## config.mk

```make
export PLATFORM = sky130hd
export DESIGN_NAME = multiplexor_nin_1out_reg_flat
export DESIGN_NICKNAME = d
export VERILOG_FILES = /design/src/rtl/multiplexor_nin_1out_reg_if.sv /design/src/rtl/multiplexor_nin_1out_reg.sv /design/src/flat_wrapper.sv
export SDC_FILE = /design/constraint.sdc
export NUM_CORES = 1
export LEC_CHECK = 0
export BUFFER_PORTS_ARGS = -buffer_cell sky130_fd_sc_hd__clkbuf_2
export CAP_MARGIN = 20
export CELL_PAD_IN_SITES_DETAIL_PLACEMENT = 1
export CELL_PAD_IN_SITES_GLOBAL_PLACEMENT = 1
export CORE_ASPECT_RATIO = 1.1
export CORE_MARGIN = 8
export CORE_UTILIZATION = 29
export CTS_CLUSTER_SIZE = 20
export DETAILED_ROUTE_END_ITERATION = 12
export PLACE_DENSITY = 0.81
export SLEW_MARGIN = 20
export SYNTH_ARGS = -nofsm -noshare
export SYNTH_HDL_FRONTEND = slang
export SYNTH_SLANG_ARGS = --single-unit
export TNS_END_PERCENT = 1
```

## constraint.sdc

```tcl
create_clock -name clk -period 1.9 [get_ports clk]
set_input_delay 0.38 -clock clk [delete_from_list [all_inputs] [get_ports clk]]
set_output_delay 0.38 -clock clk [all_outputs]
set_load 0.02 [all_outputs]
```

## src/rtl/multiplexor_nin_1out_reg_if.sv

```systemverilog
// multiplexor_nin_1out_reg_if
// Bundles the input channels, the select controls and the registered output
// channel of multiplexor_nin_1out_reg.
//
// Handshake rule (every channel): a word moves on a rising clk edge exactly
// when valid and ready are both high at that edge. valid never waits on ready.
// ready may depend on valid.
//
// Signals:
//   in_data    N*WIDTH  channel i at bits [i*WIDTH +: WIDTH]
//   in_valid   N        per-channel valid
//   in_ready   N        per-channel ready, at most one bit high
//   sel_mode   1        1 = explicit select by sel, 0 = arbitrated
//   sel        SEL_W    channel picked in select mode
//   out_data   WIDTH    registered output word
//   out_chan   SEL_W    channel that supplied out_data
//   out_valid  1        output register holds a word
//   out_ready  1        downstream accepts the word
//   last_grant SEL_W    debug view of the arbiter's last-granted channel
// Modports: master = source/sink side (test environment), slave = the mux.
interface multiplexor_nin_1out_reg_if #(
  parameter int WIDTH = 16,
  parameter int N     = 4
);
  localparam int SEL_W = $clog2(N);

  logic [N*WIDTH-1:0] in_data;
  logic [N-1:0]       in_valid;
  logic [N-1:0]       in_ready;
  logic               sel_mode;
  logic [SEL_W-1:0]   sel;
  logic [WIDTH-1:0]   out_data;
  logic [SEL_W-1:0]   out_chan;
  logic               out_valid;
  logic               out_ready;
  logic [SEL_W-1:0]   last_grant;

  modport master (
    output in_data, in_valid, sel_mode, sel, out_ready,
    input  in_ready, out_data, out_chan, out_valid, last_grant
  );

  modport slave (
    input  in_data, in_valid, sel_mode, sel, out_ready,
    output in_ready, out_data, out_chan, out_valid, last_grant
  );
endinterface

```

## src/rtl/multiplexor_nin_1out_reg.sv

```systemverilog
// multiplexor_nin_1out_reg
// N-input, one-output registered multiplexer. A channel is picked either
// explicitly (sel_mode=1, by sel) or by arbitration among valid channels
// (sel_mode=0). The picked word lands in a one-entry output register, so
// there is no combinational path from in_data to out_data. Latency is one
// cycle. The register reloads in the same edge it drains, so throughput is one
// word per cycle.
//
// Ports:
//   clk    rising-edge clock
//   rst_n  asynchronous active-low reset
//   bus    multiplexor_nin_1out_reg_if.slave (data, handshakes, select)
//
// Build option:
//   MUX_RR_ARB_EN  defined: arbitrated mode is round-robin, starting after
//                  last_grant. Undefined (default): arbitrated mode is fixed
//                  priority, and the lowest valid index wins.
module multiplexor_nin_1out_reg #(
  parameter int WIDTH = 16,
  parameter int N     = 4
) (
  input  logic                            clk,
  input  logic                            rst_n,
  multiplexor_nin_1out_reg_if.slave       bus
);
  localparam int SEL_W = $clog2(N);

  logic [WIDTH-1:0] out_data_q;
  logic [SEL_W-1:0] out_chan_q;
  logic             out_valid_q;
  logic [SEL_W-1:0] last_grant_q;

  logic [WIDTH-1:0] in_words [N];
  logic [SEL_W-1:0] grant;
  logic             grant_vld;
  logic             load_en;
  logic             transfer;
  logic [N-1:0]     ready_vec;

  for (genvar i = 0; i < N; i++) begin : g_split
    assign in_words[i] = bus.in_data[i*WIDTH +: WIDTH];
  end

  // The register may load when it is empty or is being drained this edge.
  assign load_en = !out_valid_q || bus.out_ready;

  // Grant selection. When a grant exists, the grant index is always < N.
  always_comb begin
    logic [SEL_W-1:0] idx;
    grant     = '0;
    grant_vld = 1'b0;
    idx       = '0;
    if (bus.sel_mode) begin
      if (int'(bus.sel) < N) begin
        grant     = bus.sel;
        grant_vld = 1'b1;
      end
    end else begin
`ifdef MUX_RR_ARB_EN
      // Search starts one past the last grant and wraps from N-1 to 0.
      for (int k = 1; k <= N; k++) begin
        idx = SEL_W'((int'(last_grant_q) + k) % N);
        if (!grant_vld && bus.in_valid[idx]) begin
          grant     = idx;
          grant_vld = 1'b1;
        end
      end
`else
      for (int i = 0; i < N; i++) begin
        idx = SEL_W'(i);
        if (!grant_vld && bus.in_valid[idx]) begin
          grant     = idx;
          grant_vld = 1'b1;
        end
      end
`endif
    end
  end

  // Ready goes only to the granted channel. In select mode it does not wait
  // for that channel's valid. It stays low while reset is asserted.
  always_comb begin
    ready_vec = '0;
    if (grant_vld && load_en && rst_n) begin
      ready_vec[grant] = 1'b1;
    end
  end

  assign transfer = grant_vld && load_en && bus.in_valid[grant];

  always_ff @(posedge clk or negedge rst_n) begin
    if (!rst_n) begin
      out_valid_q  <= 1'b0;
      out_data_q   <= '0;
      out_chan_q   <= '0;
      last_grant_q <= SEL_W'(N - 1);
    end else if (transfer) begin
      out_valid_q  <= 1'b1;
      out_data_q   <= in_words[grant];
      out_chan_q   <= grant;
      last_grant_q <= grant;
    end else if (bus.out_ready) begin
      // Drained with nothing to replace it. Data and channel keep their values.
      out_valid_q <= 1'b0;
    end
  end

  assign bus.in_ready   = ready_vec;
  assign bus.out_data   = out_data_q;
  assign bus.out_chan   = out_chan_q;
  assign bus.out_valid  = out_valid_q;
  assign bus.last_grant = last_grant_q;
endmodule

```

## src/flat_wrapper.sv

```systemverilog
// flat-port wrapper written by rule: the top's interface ports become plain ports
module multiplexor_nin_1out_reg_flat 
#(
  parameter int WIDTH = 16,
  parameter int N     = 4
)
  (clk, rst_n, bus_in_data, bus_in_valid, bus_sel_mode, bus_sel, bus_out_ready, bus_in_ready, bus_out_data, bus_out_chan, bus_out_valid, bus_last_grant);
  multiplexor_nin_1out_reg_if #(.WIDTH(WIDTH), .N(N)) bus_i ();
  input  logic clk;
  input  logic rst_n;
  input wire logic [$bits(bus_i.in_data)-1:0] bus_in_data;
  input wire logic [$bits(bus_i.in_valid)-1:0] bus_in_valid;
  input wire logic [$bits(bus_i.sel_mode)-1:0] bus_sel_mode;
  input wire logic [$bits(bus_i.sel)-1:0] bus_sel;
  input wire logic [$bits(bus_i.out_ready)-1:0] bus_out_ready;
  output wire logic [$bits(bus_i.in_ready)-1:0] bus_in_ready;
  output wire logic [$bits(bus_i.out_data)-1:0] bus_out_data;
  output wire logic [$bits(bus_i.out_chan)-1:0] bus_out_chan;
  output wire logic [$bits(bus_i.out_valid)-1:0] bus_out_valid;
  output wire logic [$bits(bus_i.last_grant)-1:0] bus_last_grant;
  assign bus_i.in_data = bus_in_data;
  assign bus_i.in_valid = bus_in_valid;
  assign bus_i.sel_mode = bus_sel_mode;
  assign bus_i.sel = bus_sel;
  assign bus_i.out_ready = bus_out_ready;
  assign bus_in_ready = bus_i.in_ready;
  assign bus_out_data = bus_i.out_data;
  assign bus_out_chan = bus_i.out_chan;
  assign bus_out_valid = bus_i.out_valid;
  assign bus_last_grant = bus_i.last_grant;
  multiplexor_nin_1out_reg #(.WIDTH(WIDTH), .N(N)) u_core (.clk(clk), .rst_n(rst_n), .bus(bus_i));
endmodule
```

==> impl_summary.md <==
Run status
The run finished with clean final reports.

Synth
The synthesized netlist contains 24 unique library cells. After synthesis, the share of flip-flops with an asynchronous set or reset is 100%. Of the post-synthesis cell area, the dominant cell type holds between 30% and 40%. The synthesis-stage register bit count is 21.

The predominant post-synthesis flop cell is sky130_fd_sc_hd__dfrtp_1. Sequential elements use around a third of the synthesized area. The netlist area before placement is 1500 µm². The commonest cells after synthesis are sky130_fd_sc_hd__nand2_1, sky130_fd_sc_hd__mux2_4, sky130_fd_sc_hd__dfrtp_1. The post-synthesis average cell area is 9.40 µm². Yosys attributes the largest share of cell area to sky130_fd_sc_hd__dfrtp_1, sky130_fd_sc_hd__mux2_4, sky130_fd_sc_hd__nand2_1, sky130_fd_sc_hd__a32oi_1, sky130_fd_sc_hd__a21oi_1.

Counting every instance in the synthesized netlist gives approximately 160. Summed over all instances, the cell type with the most area after synthesis is sky130_fd_sc_hd__dfrtp_1. In the post-synthesis netlist, the cell with the most instances is sky130_fd_sc_hd__nand2_1. The number of flops mapped to enable cells by yosys is 0. The number of nets handed over by synthesis was about 230.

The Yosys step of the flow raised 0 warnings.

CTS
The clock drives 21 sinks. The TritonCTS clock tree is yes. Clock tree synthesis selected as its root buffer the cell sky130_fd_sc_hd__clkbuf_8. The number of clock buffers inserted by TritonCTS is 3. The insertion delay of the later-clocked pin in the worst-skew pair is 0.26 ns. The clock-pin slew reported for the worst setup and hold paths after clock tree synthesis is around 0.08 ns.

The number of levels in the clock H-tree is 1. The worst-case clock buffer depth is 2.

Detailed routing
The length of routed met3 wiring is approximately 380 µm. The post-detailed-route via-to-cell ratio is approximately 5.0. The wire length the detailed router placed on met1 is 2.26 mm. The overall routed net length is between 5 and 6 mm. In the routed design, unresolved DRC markers number 0. The detailed router used layers up to and including met4. The pre-antenna-repair detailed-routing pass consisted of 4 iterations. In this run the remaining antenna-violating nets after routing total 0. After detailed routing, the average wire length per cell comes to between 15 and 20 µm. The routed wire length on met2 is 2.66 mm. The routed layout has 1615 vias. The starting DRC count in detailed routing is 32.

Floorplanning
In this run the standard cell core region covers 5000 µm². The count of standard-cell rows is 27. The overall die height is roughly 90 µm.

The initial cell density of the core is between 20 and 30%. For this design the top-level I/O count stands at 99. The area of the die is between 7000 and 8000 µm². In this run the horizontal extent of the chip is 84.5 µm.

Timing
The share of the clock period used by the worst path after layout is between 90 and 100%. For this run, the top clock speed supported by timing is 535 MHz. Counting I/O delays and the setup requirement, the final critical path takes around 1.9 ns.

The number of pins with negative max-slew slack in the final report is 0. At the pin with the least slew margin, the transition time is slightly above 0.3 ns. Setup violations remaining at the end of the flow were counted as 0. The final number of hold-violating endpoints is 0.

Across the routed clock network, the largest skew measured is between 0.003 and 0.004 ns. Setup repair after global routing could not meet its margin everywhere. The final-layout worst hold slack is 0.155 ns. Measured against its own limit, the worst slew margin works out to approximately four fifths.

Setup path
The critical path's top delay family is simple AND/OR/NAND/NOR gates. The register-to-register setup slack is ~0.36 ns. The endpoint identified for the worst register-to-register timing path is u_core.bus.out_data[13].

STA classifies the critical path startpoint as an input port. The startpoint identified for the worst register-to-register timing path is u_core.bus.out_valid. The data arrival time at the worst-slack endpoint is around 1.5 ns. Data on the critical path is required at its endpoint by roughly 1.5 ns.

The largest driver fanout on the critical path is 6. Counting both buffers and inverters, the worst setup path holds a total of 2. The slowest stage of the critical path is the sky130_fd_sc_hd__o31ai_4 cell. The worst setup path is captured at an output pin. On the worst path, the slowest cell contributes a delay of between 0.3 and 0.4 ns. The critical path in this run is classified as in2out.

The signal on the critical path passes through buf_8 > or2_4 > o31ai_4 > nand3_4 > nor2_4 > buf_6. The number of cells on the worst reg-to-reg path is 6.

Power and ir drop
The maximum vdd drop is 0.267 mV. The leakage power summed over all cells is roughly 0.0012 µW. The power per cell area is a little under 900 nW/µm².

Global routing
The total global routing track utilization is a little over an eighth. The first-pass GRT wire length is about 8.7 mm. The number of antenna violations at the first check in global routing is 0.

Summed over all layers, the global routing overflow is 0. Entering global routing, the biggest net connects 37 pins. The number of global-route vias before repair was ~1800.

Final layout
Cells with a size suffix above 1 make up between 50% and 60% of the layout. The net count of the finished layout is 340. The number of antenna diodes in the final layout is 0. The area growth from synthesis to layout is 49.5%. Cells fill roughly 45% of the core in the end.

Hold path
The worst min-delay path category is in2async.

Flow run
The number of max-capacitance violations reported is 0.

Placed design
The count of input and output buffers is 98. The total half-perimeter wirelength after legalization and detailed placement is approximately 4.3 mm. The final RePlAce weighted congestion is 0.750.
-- cells in the final DEF, fill, tap and decap left out, types with 2 or more instances in the layout --
cell type and count:
sky130_fd_sc_hd__a32oi_1 16, sky130_fd_sc_hd__nand2_1 50, sky130_fd_sc_hd__clkbuf_8 3, sky130_fd_sc_hd__nor2_4 2
sky130_fd_sc_hd__buf_12 2, sky130_fd_sc_hd__a21oi_1 17, sky130_fd_sc_hd__buf_6 2, sky130_fd_sc_hd__buf_8 2
sky130_fd_sc_hd__nor2_1 5, sky130_fd_sc_hd__dfrtp_1 19, sky130_fd_sc_hd__buf_4 12, sky130_fd_sc_hd__mux2_4 20
sky130_fd_sc_hd__clkbuf_2 94, sky130_fd_sc_hd__a221o_1 2, sky130_fd_sc_hd__nor2b_1 2, sky130_fd_sc_hd__dfstp_2 2
sky130_fd_sc_hd__nand3_2 2
-- layer usage --
layer / up-vias / track usage, %
met1: 772 / 15.1
met2: 58 / 24.9
li1: 783 / -
met4: 0 / 3.12
met5: - / 0
met3: 2 / 4.32
-- per-stage QoR --
step                      total power (µW)  worst slack (ns)  std cells  setup TNS (ns)  area [µm²]
after CTS                             1970           0.00891        323               0        2210
after global routing                  2050          -0.00433        323        -0.00433        2240
after detailed placement              1650            -0.127        316           -2.52        2130
final                                 1940            0.0314        323               0        2240
after floorplan                       1300          -0.00480        159         -0.0863        1540
after global placement                1620           -0.0931        316           -1.82        2130
-- flip-flops by register name, indices dropped and copies added (netlist names) --
name,cells
u_core.bus.out_chan,2
u_core.bus.out_data,16
u_core.bus.last_grant,2
u_core.bus.out_valid,1
-- worst max path at each step --
stage	startpoint	endpoint	slack, ns	cells past startpoint
floorplan	bus_in_valid[2]	u_core.bus.out_chan[0]	-0.005	7
global placement	bus_sel_mode	u_core.bus.out_data[9]	-0.09	7
detailed placement	bus_sel_mode	u_core.bus.out_data[15]	-0.13	6
CTS	bus_sel_mode	bus_in_ready[2]	0.009	6
global route	bus_sel_mode	bus_in_ready[3]	-0.004	6
finish	bus_sel_mode	bus_in_ready[3]	0.03	6
-- worst register-to-register path, cell delays in order (launching register included) --
cell                      delay (ns)
sky130_fd_sc_hd__dfrtp_1        0.39
sky130_fd_sc_hd__nor2b_1        0.15
sky130_fd_sc_hd__a21oi_1        0.12
sky130_fd_sc_hd__buf_4          0.16
sky130_fd_sc_hd__nand3_2        0.13
sky130_fd_sc_hd__buf_12         0.19
sky130_fd_sc_hd__mux2_4         0.30
-- report_power, final --
group | total [µW] | switching (µW) | internal [µW]
Combinational | 954 | 487 | 467
Sequential | 679 | 84.3 | 595
Clock | 305 | 155 | 149
Total | 1940 | 727 | 1210
-- kinds of logic after synthesis --
| group | Yosys count | share of synthesized area [%] |
|---|---|---|
| AO/OA/AOI/OAI | 40 | 20.6 |
| buffers and inverters | 13 | 6.11 |
| flip-flops | 21 | 35.3 |
| multiplexers | 20 | 20.1 |
| AND/OR/NAND/NOR | 65 | 17.9 |
-- cell type report --
| type | count | area [µm²] |
|---|---|---|
| fillers | 623 | 2760 |
| multi-input cells | 125 | 918 |
| repair buffers | 114 | 668 |
| flip-flops and latches | 21 | 528 |
| well taps | 58 | 72.6 |
| clock buffers | 4 | 45.0 |
| inverters | 1 | 3.75 |
-- repair_timing --
| item | 4_1_cts | 5_1_grt |
|---|---|---|
| endpoints found under the setup margin | 4 | 4 |
| cloned | 0 | 0 |
| buffers inserted | 2 | 0 |
| hold endpoints to repair | 3 | 0 |
| gates resized for setup | 4 | 11 |
| hold buffers | 1 | 0 |
| pin swaps | 3 | 5 |
Power figures use the tool's default switching activity.
